$ cat config.mk
export PLATFORM = sky130hd
export DESIGN_NAME = pc_redirect_ctrl
export DESIGN_NICKNAME = d
export VERILOG_FILES = /design/src/rtl/pc_redirect_ctrl.sv
export SDC_FILE = /design/constraint.sdc
export NUM_CORES = 1
export LEC_CHECK = 0
export BUFFER_PORTS_ARGS = -buffer_cell sky130_fd_sc_hd__buf_4
export CAP_MARGIN = 20
export CORE_ASPECT_RATIO = 1.75
export CORE_MARGIN = 2
export CORE_UTILIZATION = 30
export DETAILED_ROUTE_END_ITERATION = 10
export SLEW_MARGIN = 15
export SYNTH_ARGS = -nofsm -noshare
export SYNTH_HDL_FRONTEND = slang
export SYNTH_SLANG_ARGS = --single-unit
$ cat constraint.sdc
create_clock -name clk -period 7 [get_ports clk]
set_input_delay 0.7 -clock clk [delete_from_list [all_inputs] [get_ports clk]]
set_output_delay 0.7 -clock clk [all_outputs]
set_load 0.1 [all_outputs]
$ cat src/rtl/pc_redirect_ctrl.sv
// Fetch-address sequencer: issues imem requests, applies EX redirects, halts on misaligned targets.
// Latency: imem_addr/valid/flush_o combinational from state; if_valid_o/if_pc_o/misalign_o one cycle after the event.
// Backpressure: an issued-but-unaccepted request holds address and valid until imem_req_ready; stall_i only blocks new issues.
module pc_redirect_ctrl #(
    parameter logic [31:0] RESET_PC = 32'h0000_0000
) (
    input  logic        clk,
    input  logic        rst_n,
    input  logic        stall_i,
    input  logic        take_branch,
    input  logic [31:0] branch_target_NextPC,
    output logic        imem_req_valid,
    input  logic        imem_req_ready,
    output logic [31:0] imem_addr,
    output logic        if_valid_o,
    output logic [31:0] if_pc_o,
    output logic        flush_o,
    output logic        misalign_o,
    output logic [31:0] misalign_addr_o,
    input  logic        resume_i,
    input  logic [31:0] resume_pc_i,
    output logic [15:0] redirect_cnt_o
);

    typedef enum logic [1:0] {
        BOOT       = 2'd0,
        FETCH      = 2'd1,
        HOLD_REDIR = 2'd2,
        HALT       = 2'd3
    } state_t;

    state_t      state_q, state_d;
    logic [31:0] pc_q, pc_d;
    logic [31:0] redir_q, redir_d;
    logic        halt_q, halt_d;
    logic        pending_q, pending_d;
    logic [15:0] cnt_q, cnt_d;
    logic [31:0] maddr_q, maddr_d;
    logic        mis_q, mis_d;
    logic        ifv_q, ifv_d;
    logic [31:0] ifpc_q, ifpc_d;

    logic active, hs, held, redir_acc, tgt_mis;

    assign active         = (state_q == FETCH) || (state_q == HOLD_REDIR);
    assign imem_req_valid = active && (!stall_i || pending_q);
    assign imem_addr      = pc_q;
    assign hs             = imem_req_valid && imem_req_ready;
    assign held           = imem_req_valid && !imem_req_ready;
    assign redir_acc      = active && take_branch;
    assign tgt_mis        = branch_target_NextPC[1:0] != 2'b00;
    assign flush_o        = redir_acc;

    assign if_valid_o      = ifv_q;
    assign if_pc_o         = ifpc_q;
    assign misalign_o      = mis_q;
    assign misalign_addr_o = maddr_q;
    assign redirect_cnt_o  = cnt_q;

    always_comb begin
        state_d   = state_q;
        pc_d      = pc_q;
        redir_d   = redir_q;
        halt_d    = halt_q;
        cnt_d     = cnt_q;
        maddr_d   = maddr_q;
        mis_d     = 1'b0;
        ifv_d     = 1'b0;
        ifpc_d    = ifpc_q;
        pending_d = held;
        case (state_q)
            BOOT: state_d = FETCH;
            FETCH: begin
                // A request left outstanding this cycle must keep its address,
                // so the redirect is parked in redir_q until it completes.
                if (redir_acc) begin
                    if (tgt_mis) begin
                        mis_d   = 1'b1;
                        maddr_d = branch_target_NextPC;
                        halt_d  = 1'b1;
                        state_d = held ? HOLD_REDIR : HALT;
                    end else begin
                        cnt_d = cnt_q + 16'd1;
                        if (held) begin
                            redir_d = branch_target_NextPC;
                            halt_d  = 1'b0;
                            state_d = HOLD_REDIR;
                        end else begin
                            pc_d = branch_target_NextPC;
                        end
                    end
                end else if (hs) begin
                    pc_d   = pc_q + 32'd4;
                    ifv_d  = 1'b1;
                    ifpc_d = pc_q;
                end
            end
            HOLD_REDIR: begin
                if (redir_acc) begin
                    if (tgt_mis) begin
                        mis_d   = 1'b1;
                        maddr_d = branch_target_NextPC;
                        halt_d  = 1'b1;
                    end else begin
                        cnt_d   = cnt_q + 16'd1;
                        redir_d = branch_target_NextPC;
                        halt_d  = 1'b0;
                    end
                end
                // The held request's data belongs to the squashed path.
                if (hs) begin
                    if (halt_d) begin
                        state_d = HALT;
                    end else begin
                        pc_d    = redir_d;
                        state_d = FETCH;
                    end
                end
            end
            HALT: begin
                if (resume_i) begin
                    pc_d    = resume_pc_i;
                    halt_d  = 1'b0;
                    state_d = FETCH;
                end
            end
            default: state_d = BOOT;
        endcase
    end

    always_ff @(posedge clk) begin
        if (!rst_n) begin
            state_q   <= BOOT;
            pc_q      <= RESET_PC;
            redir_q   <= 32'd0;
            halt_q    <= 1'b0;
            pending_q <= 1'b0;
            cnt_q     <= 16'd0;
            maddr_q   <= 32'd0;
            mis_q     <= 1'b0;
            ifv_q     <= 1'b0;
            ifpc_q    <= 32'd0;
        end else begin
            state_q   <= state_d;
            pc_q      <= pc_d;
            redir_q   <= redir_d;
            halt_q    <= halt_d;
            pending_q <= pending_d;
            cnt_q     <= cnt_d;
            maddr_q   <= maddr_d;
            mis_q     <= mis_d;
            ifv_q     <= ifv_d;
            ifpc_q    <= ifpc_d;
        end
    end

endmodule

==> metrics.cfg <==
[outcome]
outcome=finished, final reports clean

[route]
wirelength_um=25300
first_drt_iteration_drcs=435
detail_route.drc_violations=0
route.detailed.vias_per_inst=5.12
post_drt_antenna_nets=0
dr.pass1.iters=5
route.vias.total=7062
avgRoutedWirePerCell_um=18.4

[critical_path]
worst-endpoint-required_ns=7.32
data_arrival_time_at_the_worst_slack_endpoint_ns=3.85
worstPathMaxFanout=49
endpoint_of_the_worst_register_to_register_path=imem_addr[28]
worst-setup-path-type=reg -> reg
rrSetupSlack_ns=3.47
critical_path.endpoint_type=register
regToRegStartpoint=state_q[0]
rr_worst_depth=11
kind_of_start_point_of_the_critical_path=register

[timing]
fin_crit_ns=3.53
final_max_slew_viol_count=0
post-route-period-util_pct=50.4
post_route_setup_tns_ns=0
setup-violations-final=0
report.final.hold_viol_count=0
slew_headroom_pct=44.9
rsz0062_at_grt=no
worst_pin_slew_ns=0.827
achievable_clock_frequency_mhz=283
final_worst_clock_skew_ns=0.00968

[floorplanning]
core-area_um2=24000
initial_cell_density_of_the_core_pct=30.5
fp-row-count=75
io-pin-count=186
die-width_um=122
die_area_um2=25800
die_height_um=211

[clock_tree]
cts.htree.levels=4
ctsResizeCount=0
later_pin_clock_latency_in_the_skew_report_ns=0.43
num_cts_buffers=17
cts.path.max_buffers=2
cts_tree=built
postCtsSetupRepairBufs=0
post_cts_hold_buffer_count=0
clk_root_buffer_cell=sky130_fd_sc_hd__clkbuf_16
clk_transition_reported_paths_ns=0.06
cts_sinks=150

[synth]
synth_ff_type=sky130_fd_sc_hd__dfxtp_1
sequential_element_share_of_the_synthesized_area_pct=41.0
postSynthNetCount=986
synth-async-reset-ratio_pct=0
syn_avg_cell_area_um2=8.06
yosysUniqueCellTypes=53
ys_ff_latch=150
post_syn_instances=910
post_synth_instance_area_um2=7330
synth-warning-count=0
number_of_enable_type_register_cells_in_the_synthesized_netlist=0

[finish]
layout.cells.most_common=sky130_fd_sc_hd__nand2_1
instances_no_fill=1379
layout_common_cells=228 x sky130_fd_sc_hd__nand2_1, 198 x sky130_fd_sc_hd__buf_4, 150 x sky130_fd_sc_hd__dfxtp_1
fillCellCount=2556
antenna_cells_inserted=0
area.growth.synth_to_final_pct=31.0
nets=1136
post_route_cells_drive_above_1_share_pct=22.7

[global_route]
antenna_violations_before_repair=0
grtUsageTotal_pct=19.7
total_gr_overflow=0
grt_pass1_wl_um=38500
maximum_number_of_pins_on_one_net_before_global_route_repair=90
vias_in_the_first_global_route=6764

[hold_path]
worstHoldPathCells=2
hold_start=misalign_addr_o[8]
min-delay-path-class=reg -> reg
worst_hold_path.endpoint=misalign_addr_o[8]

[placement]
hpwl_um=18400
finalWeightedCongestion=0.908
placed_cells=1349
placement.io_buffers=185

[power_and_ir_drop]
p_per_area_nw_per_um2=375
total_power_mw=3.60
irDropWorstVdd_mv=0.229
leakagePower_nw=4.00

[run]
maxCapViolCount=0

-- per-layer routing --
layer | wire [µm] | global-route usage [%] | up-vias
met3 | 1240 | 3.46 | 33
met1 | 9410 | 21.2 | 3367
li1 | - | - | 3451
met4 | 616 | 6.94 | 0
met2 | 14000 | 37.6 | 211
met5 | 0 | 0 | -
-- kinds of logic (layout without fill, tap and decap cells) --
logic type / count (synthesis) / count (layout) / share of synthesized area (%)
multiplexers: 40 / 40 / 5.49
buffers and inverters: 78 / 239 / 4.13
XOR/XNOR: 31 / 31 / 3.70
flip-flops: 150 / 150 / 41.0
adder cells (fa/ha/maj): 6 / 6 / 1.02
AND/OR/NAND/NOR: 377 / 377 / 23.7
AO/OA/AOI/OAI: 228 / 228 / 21.0
-- Yosys cell counts (17+ instances only) --
cell | count | area (µm²)
sky130_fd_sc_hd__o21ai_0 | 53 | 265
sky130_fd_sc_hd__nor2_1 | 20 | 75.1
sky130_fd_sc_hd__and2_1 | 17 | 106
sky130_fd_sc_hd__nand2_1 | 228 | 856
sky130_fd_sc_hd__xnor2_1 | 24 | 210
sky130_fd_sc_hd__nor2b_1 | 33 | 206
sky130_fd_sc_hd__a221oi_1 | 23 | 201
sky130_fd_sc_hd__nand3_1 | 21 | 105
sky130_fd_sc_hd__dfxtp_1 | 150 | 3000
sky130_fd_sc_hd__clkbuf_1 | 54 | 203
sky130_fd_sc_hd__a21boi_0 | 67 | 503
sky130_fd_sc_hd__mux2i_1 | 38 | 380
sky130_fd_sc_hd__a21oi_1 | 41 | 205
-- area by class of cell --
class / count / area [µm²] / area share (%)
clock buffers: 21 / 470 / 4.90
clock inverters: 9 / 150 / 1.56
inverters: 11 / 41.3 / 0.430
multi-input cells: 682 / 4070 / 42.3
flip-flops and latches: 150 / 3000 / 31.3
well taps: 308 / 385 / 4.01
repair buffers: 198 / 1490 / 15.5
-- per-stage QoR --
step | util, % | setup WS (ns) | hold slack [ns] | cell area, µm²
floorplan | - | 4.07 | 0.454 | 7330
global placement | 37.4 | 3.63 | 0.451 | 8980
detailed placement | 37.4 | 3.56 | 0.459 | 8980
CTS | 40.0 | 3.54 | 0.467 | 9600
global route | 40.0 | 3.22 | 0.487 | 9600
finish | 40.0 | 3.47 | 0.462 | 9600
-- worst max-delay path: stages, from the launching register on --
cell                       delay (ns)
sky130_fd_sc_hd__dfxtp_1         0.39
sky130_fd_sc_hd__inv_1           0.09
sky130_fd_sc_hd__ha_1            0.44
sky130_fd_sc_hd__nand2_1         0.12
sky130_fd_sc_hd__buf_4           0.41
sky130_fd_sc_hd__inv_1           0.32
sky130_fd_sc_hd__o211ai_1        0.33
sky130_fd_sc_hd__and3_1          0.22
sky130_fd_sc_hd__and2_1          0.13
sky130_fd_sc_hd__buf_4           0.39
sky130_fd_sc_hd__mux2_2          0.39
sky130_fd_sc_hd__o21a_1          0.16
-- where the power goes --
part           switching (mW)  internal, mW  total [mW]
Combinational            1.13         0.396        1.53
Sequential              0.134         0.953        1.09
Clock                   0.368         0.619       0.987
-- sequential cells by signal, indices dropped and copies added (netlist names) --
name             flops
imem_addr           32
pending_q            1
misalign_addr_o     32
if_pc_o             32
state_q              2
halt_q               1
redir_q             32
if_valid_o           1
misalign_o           1
redirect_cnt_o      16
-- how the worst max path moves through the flow --
stage / depth (start not counted) / endpoint / slack [ns] / start
4_1_cts: 11 / imem_addr[28] / 3.54 / state_q[0]
3_5_place_dp: 11 / imem_addr[28] / 3.56 / state_q[0]
6_report: 11 / imem_addr[28] / 3.47 / state_q[0]
5_1_grt: 11 / imem_addr[28] / 3.22 / state_q[0]
2_1_floorplan: 8 / imem_addr[24] / 4.07 / imem_addr[2]
3_3_place_gp: 11 / imem_addr[30] / 3.63 / state_q[0]
Note: power is estimated with default switching activity, not from simulation.
